### src/rtl/i2s_rx_deser.sv
// i2s_rx_deser: oversampling I2S receiver for the PCM1808 stream.
// Synchronises bck/lrck/sdata into clk_100m and locks on the start of a left slot.
// Deserialises MSB-first DATA_W-bit left/right samples and hands each stereo
// frame out on a valid/ready interface.
// Ports:
//   clk_100m, rst_n       system clock, async active-low reset
//   bck, lrck, sdata      raw I2S inputs (asynchronous to clk_100m)
//   err_clr               pulse, clears overrun/frame_err
//   out_l, out_r          held stereo frame (two's complement)
//   out_valid, out_ready  frame handshake
//   overrun               sticky, a frame was dropped while the output was full
//   frame_err             sticky, an lrck half-period was not SLOT_W bck periods
module i2s_rx_deser #(
  parameter int unsigned DATA_W      = 24,
  parameter int unsigned SLOT_W      = 32,
  parameter int unsigned SYNC_STAGES = 2
) (
  input  logic              clk_100m,
  input  logic              rst_n,
  input  logic              bck,
  input  logic              lrck,
  input  logic              sdata,
  input  logic              err_clr,
  output logic [DATA_W-1:0] out_l,
  output logic [DATA_W-1:0] out_r,
  output logic              out_valid,
  input  logic              out_ready,
  output logic              overrun,
  output logic              frame_err
);

  localparam int unsigned BIT_CNT_W  = $clog2(DATA_W + 2);
  localparam int unsigned SLOT_CNT_W = $clog2(SLOT_W + 2);

  typedef enum logic [1:0] {
    UNLOCKED = 2'd0,
    LEFT     = 2'd1,
    RIGHT    = 2'd2
  } state_t;

  logic [SYNC_STAGES-1:0] bck_sync, lrck_sync, sdata_sync;
  logic                   bck_d;
  logic                   bck_s, lrck_s, sdata_s, rise, trans;

  state_t                 state, state_nxt;
  logic [BIT_CNT_W-1:0]   bit_cnt, bit_cnt_nxt;
  logic [SLOT_CNT_W-1:0]  slot_cnt, slot_cnt_nxt;
  logic                   lr_prev, lr_prev_nxt;
  logic [DATA_W-1:0]      shift_q, shift_nxt;
  logic [DATA_W-1:0]      left_hold, left_hold_nxt;
  logic                   left_ok, left_ok_nxt;
  logic                   frame_q, frame_nxt;
  logic                   ferr_set;

  // Equal-depth synchronisers; bck_d gives the rising-edge strobe.
  always_ff @(posedge clk_100m or negedge rst_n) begin
    if (!rst_n) begin
      bck_sync   <= '0;
      lrck_sync  <= '0;
      sdata_sync <= '0;
      bck_d      <= 1'b0;
    end else begin
      bck_sync   <= {bck_sync[SYNC_STAGES-2:0], bck};
      lrck_sync  <= {lrck_sync[SYNC_STAGES-2:0], lrck};
      sdata_sync <= {sdata_sync[SYNC_STAGES-2:0], sdata};
      bck_d      <= bck_s;
    end
  end

  assign bck_s   = bck_sync[SYNC_STAGES-1];
  assign lrck_s  = lrck_sync[SYNC_STAGES-1];
  assign sdata_s = sdata_sync[SYNC_STAGES-1];
  assign rise    = bck_s & ~bck_d;
  assign trans   = lrck_s ^ lr_prev;

  // Protocol state register.
  always_ff @(posedge clk_100m or negedge rst_n) begin
    if (!rst_n) begin
      state     <= UNLOCKED;
      bit_cnt   <= '0;
      slot_cnt  <= '0;
      lr_prev   <= 1'b0;
      shift_q   <= '0;
      left_hold <= '0;
      left_ok   <= 1'b0;
      frame_q   <= 1'b0;
    end else begin
      state     <= state_nxt;
      bit_cnt   <= bit_cnt_nxt;
      slot_cnt  <= slot_cnt_nxt;
      lr_prev   <= lr_prev_nxt;
      shift_q   <= shift_nxt;
      left_hold <= left_hold_nxt;
      left_ok   <= left_ok_nxt;
      frame_q   <= frame_nxt;
    end
  end

  // Next-state: everything advances only on a bck rise.
  always_comb begin
    state_nxt     = state;
    bit_cnt_nxt   = bit_cnt;
    slot_cnt_nxt  = slot_cnt;
    lr_prev_nxt   = lr_prev;
    shift_nxt     = shift_q;
    left_hold_nxt = left_hold;
    left_ok_nxt   = left_ok;
    frame_nxt     = 1'b0;
    ferr_set      = 1'b0;
    if (rise) begin
      lr_prev_nxt = lrck_s;
      case (state)
        UNLOCKED: begin
          // Only a falling lrck marks a clean left-slot start.
          if (trans && !lrck_s) begin
            state_nxt    = LEFT;
            bit_cnt_nxt  = '0;
            slot_cnt_nxt = SLOT_CNT_W'(1);
          end
        end
        LEFT, RIGHT: begin
          if (trans) begin
            // The transition rise carries the previous LSB and opens the new slot.
            if (slot_cnt != SLOT_CNT_W'(SLOT_W)) begin
              ferr_set    = 1'b1;
              left_ok_nxt = 1'b0;
            end
            slot_cnt_nxt = SLOT_CNT_W'(1);
            bit_cnt_nxt  = '0;
            state_nxt    = lrck_s ? RIGHT : LEFT;
          end else begin
            if (slot_cnt != SLOT_CNT_W'(SLOT_W + 1)) slot_cnt_nxt = slot_cnt + SLOT_CNT_W'(1);
            if (bit_cnt != BIT_CNT_W'(DATA_W + 1))   bit_cnt_nxt  = bit_cnt + BIT_CNT_W'(1);
            if (bit_cnt < BIT_CNT_W'(DATA_W)) shift_nxt = {shift_q[DATA_W-2:0], sdata_s};
            if (bit_cnt == BIT_CNT_W'(DATA_W - 1)) begin
              if (state == LEFT) begin
                left_hold_nxt = shift_nxt;
                left_ok_nxt   = 1'b1;
              end else begin
                frame_nxt   = left_ok;
                left_ok_nxt = 1'b0;
              end
            end
          end
        end
        default: state_nxt = UNLOCKED;
      endcase
    end
  end

  // Output holding register; the right sample is still in shift_q while frame_q is high.
  always_ff @(posedge clk_100m or negedge rst_n) begin
    if (!rst_n) begin
      out_l     <= '0;
      out_r     <= '0;
      out_valid <= 1'b0;
    end else if (frame_q) begin
      if (!out_valid || out_ready) begin
        out_l     <= left_hold;
        out_r     <= shift_q;
        out_valid <= 1'b1;
      end
    end else if (out_ready) begin
      out_valid <= 1'b0;
    end
  end

  // Sticky flags; a set event beats err_clr.
  always_ff @(posedge clk_100m or negedge rst_n) begin
    if (!rst_n) begin
      overrun   <= 1'b0;
      frame_err <= 1'b0;
    end else begin
      if (frame_q && out_valid && !out_ready) overrun <= 1'b1;
      else if (err_clr)                       overrun <= 1'b0;
      if (ferr_set)     frame_err <= 1'b1;
      else if (err_clr) frame_err <= 1'b0;
    end
  end

endmodule

### config.mk
export PLATFORM = sky130hd
export DESIGN_NAME = i2s_rx_deser
export DESIGN_NICKNAME = d
export VERILOG_FILES = /design/src/rtl/i2s_rx_deser.sv
export SDC_FILE = /design/constraint.sdc
export NUM_CORES = 1
export LEC_CHECK = 0
export ABC_AREA = 0
export CAP_MARGIN = 20
export CORE_UTILIZATION = 43
export CTS_CLUSTER_DIAMETER = 150
export DETAILED_ROUTE_END_ITERATION = 16
export HOLD_SLACK_MARGIN = 0.15
export PLACE_DENSITY = 0.75
export SLEW_MARGIN = 5
export SYNTH_ARGS = -nofsm -noshare
export SYNTH_HDL_FRONTEND = slang
export SYNTH_SLANG_ARGS = --single-unit
### constraint.sdc
create_clock -name clk_100m -period 2.3 [get_ports clk_100m]
set_input_delay 0.575 -clock clk_100m [delete_from_list [all_inputs] [get_ports clk_100m]]
set_output_delay 0.575 -clock clk_100m [all_outputs]
set_load 0.02 [all_outputs]
# ---- Word level (Yosys, flattened, before mapping)
# Index checks and enable logic that the tools add are counted.
dict set report word_totals {
  ff_bits 122
  latch_bits 0
  ramBits 0
  rom_bits 0
  inputBits 7
  n_memories 0
}
dict set report op_classes {
  n_addsub 2
  multipliers 0
  n_div 0
  n_lt_le_gt_ge 1
  eq_ne 12
  shift 0
  mux 32
  n_bitwise 4
  reduce_logical 22
}
# cell count
set ops {}
lappend ops {{24-bit 2-to-1 mux} 1}
lappend ops {{1-bit 2-to-1 mux} 19}
lappend ops {{6-bit 2-to-1 mux} 3}
lappend ops {{5-bit 2-to-1 mux} 3}
lappend ops {{6-bit != test, second input constant} 2}
lappend ops {{6-bit case mux with 2 select lines} 1}
lappend ops {{4-bit AND reduction} 3}
lappend ops {{5-bit case mux with 2 select lines} 1}
lappend ops {{2-bit nonzero test} 5}
lappend ops {{6-bit by 1-bit adder with 6-bit output, second input constant} 1}
lappend ops {{2-bit 2-to-1 mux} 3}
lappend ops {{3-bit != test, second input constant} 2}
lappend ops {{3-bit AND reduction} 2}
lappend ops {{5-bit by 1-bit adder with 5-bit output, second input constant} 1}
lappend ops {{5-bit == test, second input constant} 1}
lappend ops {{5-bit less-than comparator, second input constant} 1}
lappend ops {{5-bit != test, second input constant} 1}
lappend ops {{5-bit AND reduction} 1}
lappend ops {{2-bit by 1-bit != test with 1-bit output, second input constant} 2}
lappend ops {{2-bit != test, second input constant} 2}
lappend ops {{2-bit case mux with 2 select lines} 1}
lappend ops {{2-bit AND reduction} 2}
lappend ops {{1-bit logical AND} 3}
lappend ops {{1-bit zero test} 3}
lappend ops {{other kinds (8)} 9}

# ---- Logic depth before layout (Yosys ltp)
dict set report depth {
  word_depth 6
  mapped_depth 8
}

# ---- Worst setup path before layout
# OpenSTA, ideal clock, no wires.
dict set report synth_path {
  path_kind {register to register}
  startpoint {register state[0]}
  endpoint {register shift_q[10]}
  setup_time_ps 125
  arrival_ps 1810
  required_ps 2175
  path_slack_ps 365
  stages_incl_launch_ff 8
  synth_period_minus_slack_ps 1935
  cell_sequence {dfrtp_1 inv_1 ha_1 buf_2 nand4b_2 a21oi_2 buf_4 mux2_2}
}
dict set report synth_between {
  elab_chain_cells 3
  elab_cells_between_ends 4
}
# item line_no
set synth_rtl {}
lappend synth_rtl {{start: declaration} 45} ;# state_t state, state_nxt;
lappend synth_rtl {{start signal: assignment} 88} ;# state <= state_nxt;
lappend synth_rtl {{2-bit by 1-bit == test with 1-bit output / 2-bit == test (equally long branches)} 112} ;# case (state)
lappend synth_rtl {{2-bit OR reduction (*)} 112}
lappend synth_rtl {{3-bit AND reduction (no line) (*)} -}
lappend synth_rtl {{end signal: assignment} 92} ;# shift_q <= shift_nxt;
lappend synth_rtl {{end: declaration} 49} ;# logic [DATA_W-1:0] shift_q, shift_nxt;
# Every way passes the cells marked *; elsewhere a longest branch is shown, timed or not.
# A chain may end at the register's enable or synchronous reset.

# ---- Worst setup path in the final report
dict set report layout_path {
  startpoint {register state[0]}
  endpoint {register left_hold[3]}
}
dict set report layout_between {
  elab_chain_cells 3
  elab_cells_between_ends 4
}
# item line_no
set layout_rtl {}
lappend layout_rtl {{2-bit by 1-bit == test with 1-bit output / 2-bit == test (equally long branches)} {112, 136}}
lappend layout_rtl {{2-bit OR reduction} 112}
lappend layout_rtl {{5-bit AND reduction (no line) (*)} -}
lappend layout_rtl {{end signal: assignment} 93} ;# left_hold <= left_hold_nxt;
lappend layout_rtl {{end: declaration} 50} ;# logic [DATA_W-1:0] left_hold, left_hold_nxt;
# Marks and branches as above.

==> run_results.csv <==
group,metric,value,unit
final_layout,area_growth,28.0,%
synthesis,synth_edf_count,0,
final_layout,final_util,0.564,
floorplan,coreArea,11400,µm²
cts,clk-insertion-delay-late,0.40,ns
detailed_routing,firstDrtPassIters,12,
sta,min_period,2.03,ns
job,maxCapViolations,0,
global_routing,grt-ovfl-total,0,
sta,drv_slew,0,
final_layout,nets,460,
cts,root_buffer,"clkbuf_16",
final_layout,antenna_cells,0,
place,gp_congestion,0.720,
detailed_routing,wire_per_inst,14.8,µm
synthesis,synth-seq-cells,122,
synthesis,synth_area_leader_cell,"dfrtp_1",
synthesis,synthArstFlopShare,1.00,
synthesis,syn_area_per_cell,13.3,µm²
sta,timing.final.crit_share,0.883,
synthesis,synthTopCellsByCount,"dfrtp_1, mux2_2, nor2_1",
cts,cts_tree,"built",
synthesis,post-synth-top-count-cell,"dfrtp_1",
detailed_routing,drtIter0Drc,120,
synthesis,synth_area,5010,µm²
place,dp_hpwl,5530,µm
global_routing,grt_pass1_wl,14700,µm
setup_path,reg2reg_slack,0.27,ns
setup_path,cp.arrival,2.35,ns
detailed_routing,final_antenna_net_count,0,
cts,cts_setup_buffers,0,
pwr,p_leak,3.20,nW
global_routing,first_global_vias,2996,
setup_path,crit_buf_inv,2,
synthesis,ys.flop_type,"dfrtp_1",
setup_path,critPathKind,"flop to flop",
final_layout,drive_gt1_frac,0.252,
floorplan,ios,58,
floorplan,die_y,110,µm
global_routing,antenna_found_initial,0,
floorplan,start_util,0.441,
detailed_routing,totalWireLength,8870,µm
synthesis,synth_area_leaders,"dfrtp_1, mux2_2, mux2i_1, a21oi_1, ha_1",
setup_path,crit_fanout,30,
synthesis,synthDistinctLibCells,33,
cts,cts.sinks,122,
synthesis,synth_warnings,0,
pwr,vdd_drop_max,0.000382,V
synthesis,syn_nets,393,
sta,maxSlewHeadroom,0.567,
sta,rsz0062_at_grt,"no",
detailed_routing,num_vias,3098,
place,portBuffers,57,
synthesis,netlist_instances,377,
sta,finalSetupTns,0,ns
synthesis,synth_top_area_share,0.609,
setup_path,required,2.62,ns
global_routing,grt_max_degree,77,
sta,setup_viol,0,
sta,clock_skew,0.00648,ns
setup_path,crit_path_max_incr_delay,0.42,ns
pwr,power_density,873,nW/µm²
run_status,status,"finished clean",
cts,cts_htree_levels,4,
setup_path,crit_path_top_delay_cell,"ha_1",
synthesis,synth_seq_area_share,0.609,
detailed_routing,post-route-drc-count,0,
sta,worst_pin_slew,0.641,ns
setup_path,crit_chain,"inv_1 -> ha_1 -> nand4b_2 -> nor4_4 -> buf_6 -> nor2_1 -> a21oi_1",
floorplan,dieArea,12100,µm²
floorplan,rows,39,
setup_path,end_kind,"flop",
detailed_routing,vias_per_cell,5.16,
sta,fmax,492,MHz
setup_path,cp-start-kind,"flop",
cts,clk_pin_slew,0.05,ns
setup_path,critPathTopFamily,"simple AND/OR/NAND/NOR gates",
hold_path,hold_class,"flop to flop",
global_routing,track_usage,0.162,
cts,clk_path_buf_depth,2,
floorplan,die_width,110,µm
cts,cts_buffers,17,
sta,hold_viol_final,0,
==> state kept, by name (all words and copies together) (netlist names), 2 cells and up <==
| signal | flops |
|---|---|
| out_l | 24 |
| shift_q | 24 |
| left_hold | 24 |
| out_r | 24 |
| sdata_sync | 2 |
| state | 2 |
| lrck_sync | 2 |
| bck_sync | 2 |
| slot_cnt | 6 |
| bit_cnt | 5 |
==> per-stage QoR <==
step,power [W],std cells,cell area [µm²],hold slack [ns],setup slack (ns)
finish,0.00560,600,6410,0.348,0.269
global route,0.00583,600,6410,0.354,0.0437
CTS,0.00565,600,6410,0.353,0.204
detailed placement,0.00288,567,5770,0.341,0.246
global placement,0.00285,567,5770,0.334,0.267
floorplan,0.00271,377,5010,0.279,0.365
==> kinds of logic after synthesis <==
kind of cell,share of synthesized area
mux,0.214
compound gates,0.0662
buf+inv,0.0282
simple gates,0.0602
flops,0.609
fa+ha+maj,0.0225
==> power breakdown <==
part	switching (W)	leakage (nW)	total, W	internal (W)
registers	0.000109	1.68	0.00235	0.00224
logic	0.000297	1.22	0.000505	0.000208
clock network	0.000919	0.300	0.00274	0.00182
total	0.00133	3.20	0.00560	0.00427
==> cell usage in the layout, fill, tap and decap left out, types with 2 or more instances in the layout <==
cell type	synthesis	routed
a31oi_1	4	4
clkinv_4	0	2
buf_4	4	4
clkdlybuf4s50_1	0	56
clkbuf_1	3	2
nand2b_1	4	4
nand3_1	2	2
clkinvlp_4	0	2
buf_12	0	4
bufinv_16	0	3
mux2_2	72	72
o31ai_1	2	2
clkbuf_8	0	4
clkbuf_16	0	17
nand4_1	5	5
inv_1	12	12
mux2i_1	26	26
nand2_1	12	11
o21ai_0	19	19
nor2_1	28	28
a21oi_1	25	25
dfrtp_1	122	122
and3_1	2	2
ha_1	9	9
==> timing repair <==
action                                 in CTS  in global routing
setup endpoints to repair                   0                  1
hold buffers                                1                  0
endpoints found under the hold margin       2                  0
gates resized for setup                     0                  1
==> layer usage <==
metal  vias up  wire [µm]  part of all wire  global-route usage
li1       1479          -                 -                   -
met1      1544       4100              0.46               0.213
met2        65       4320              0.49               0.251
met3        10        319             0.036              0.0415
met4         0        131             0.015              0.0743
met5         -          0                 0                   0
==> final timing paths <==
| kind | startpoint | to | cells after the start |
|---|---|---|---|
| max | state[0] | left_hold[3] | 7 |
| min | lrck_sync[0] | lrck_sync[1] | 0 |
| max reg2reg | state[0] | left_hold[3] | 7 |
| min reg2reg | lrck_sync[0] | lrck_sync[1] | 0 |
| max in group asynchronous | rst_n | out_l[7] | 3 |
| min in group asynchronous | rst_n | out_l[14] | 2 |
==> final cells by class <==
| class | count | area [µm²] |
|---|---|---|
| fillers | 929 | 4960 |
| flip-flops and latches | 122 | 3050 |
| multi-input cells | 225 | 1820 |
| repair buffers | 66 | 692 |
| clock buffers | 23 | 488 |
| well taps | 143 | 179 |
| clock inverters | 9 | 136 |
| inverters | 12 | 45.0 |
(Power assumes the default switching activity.)
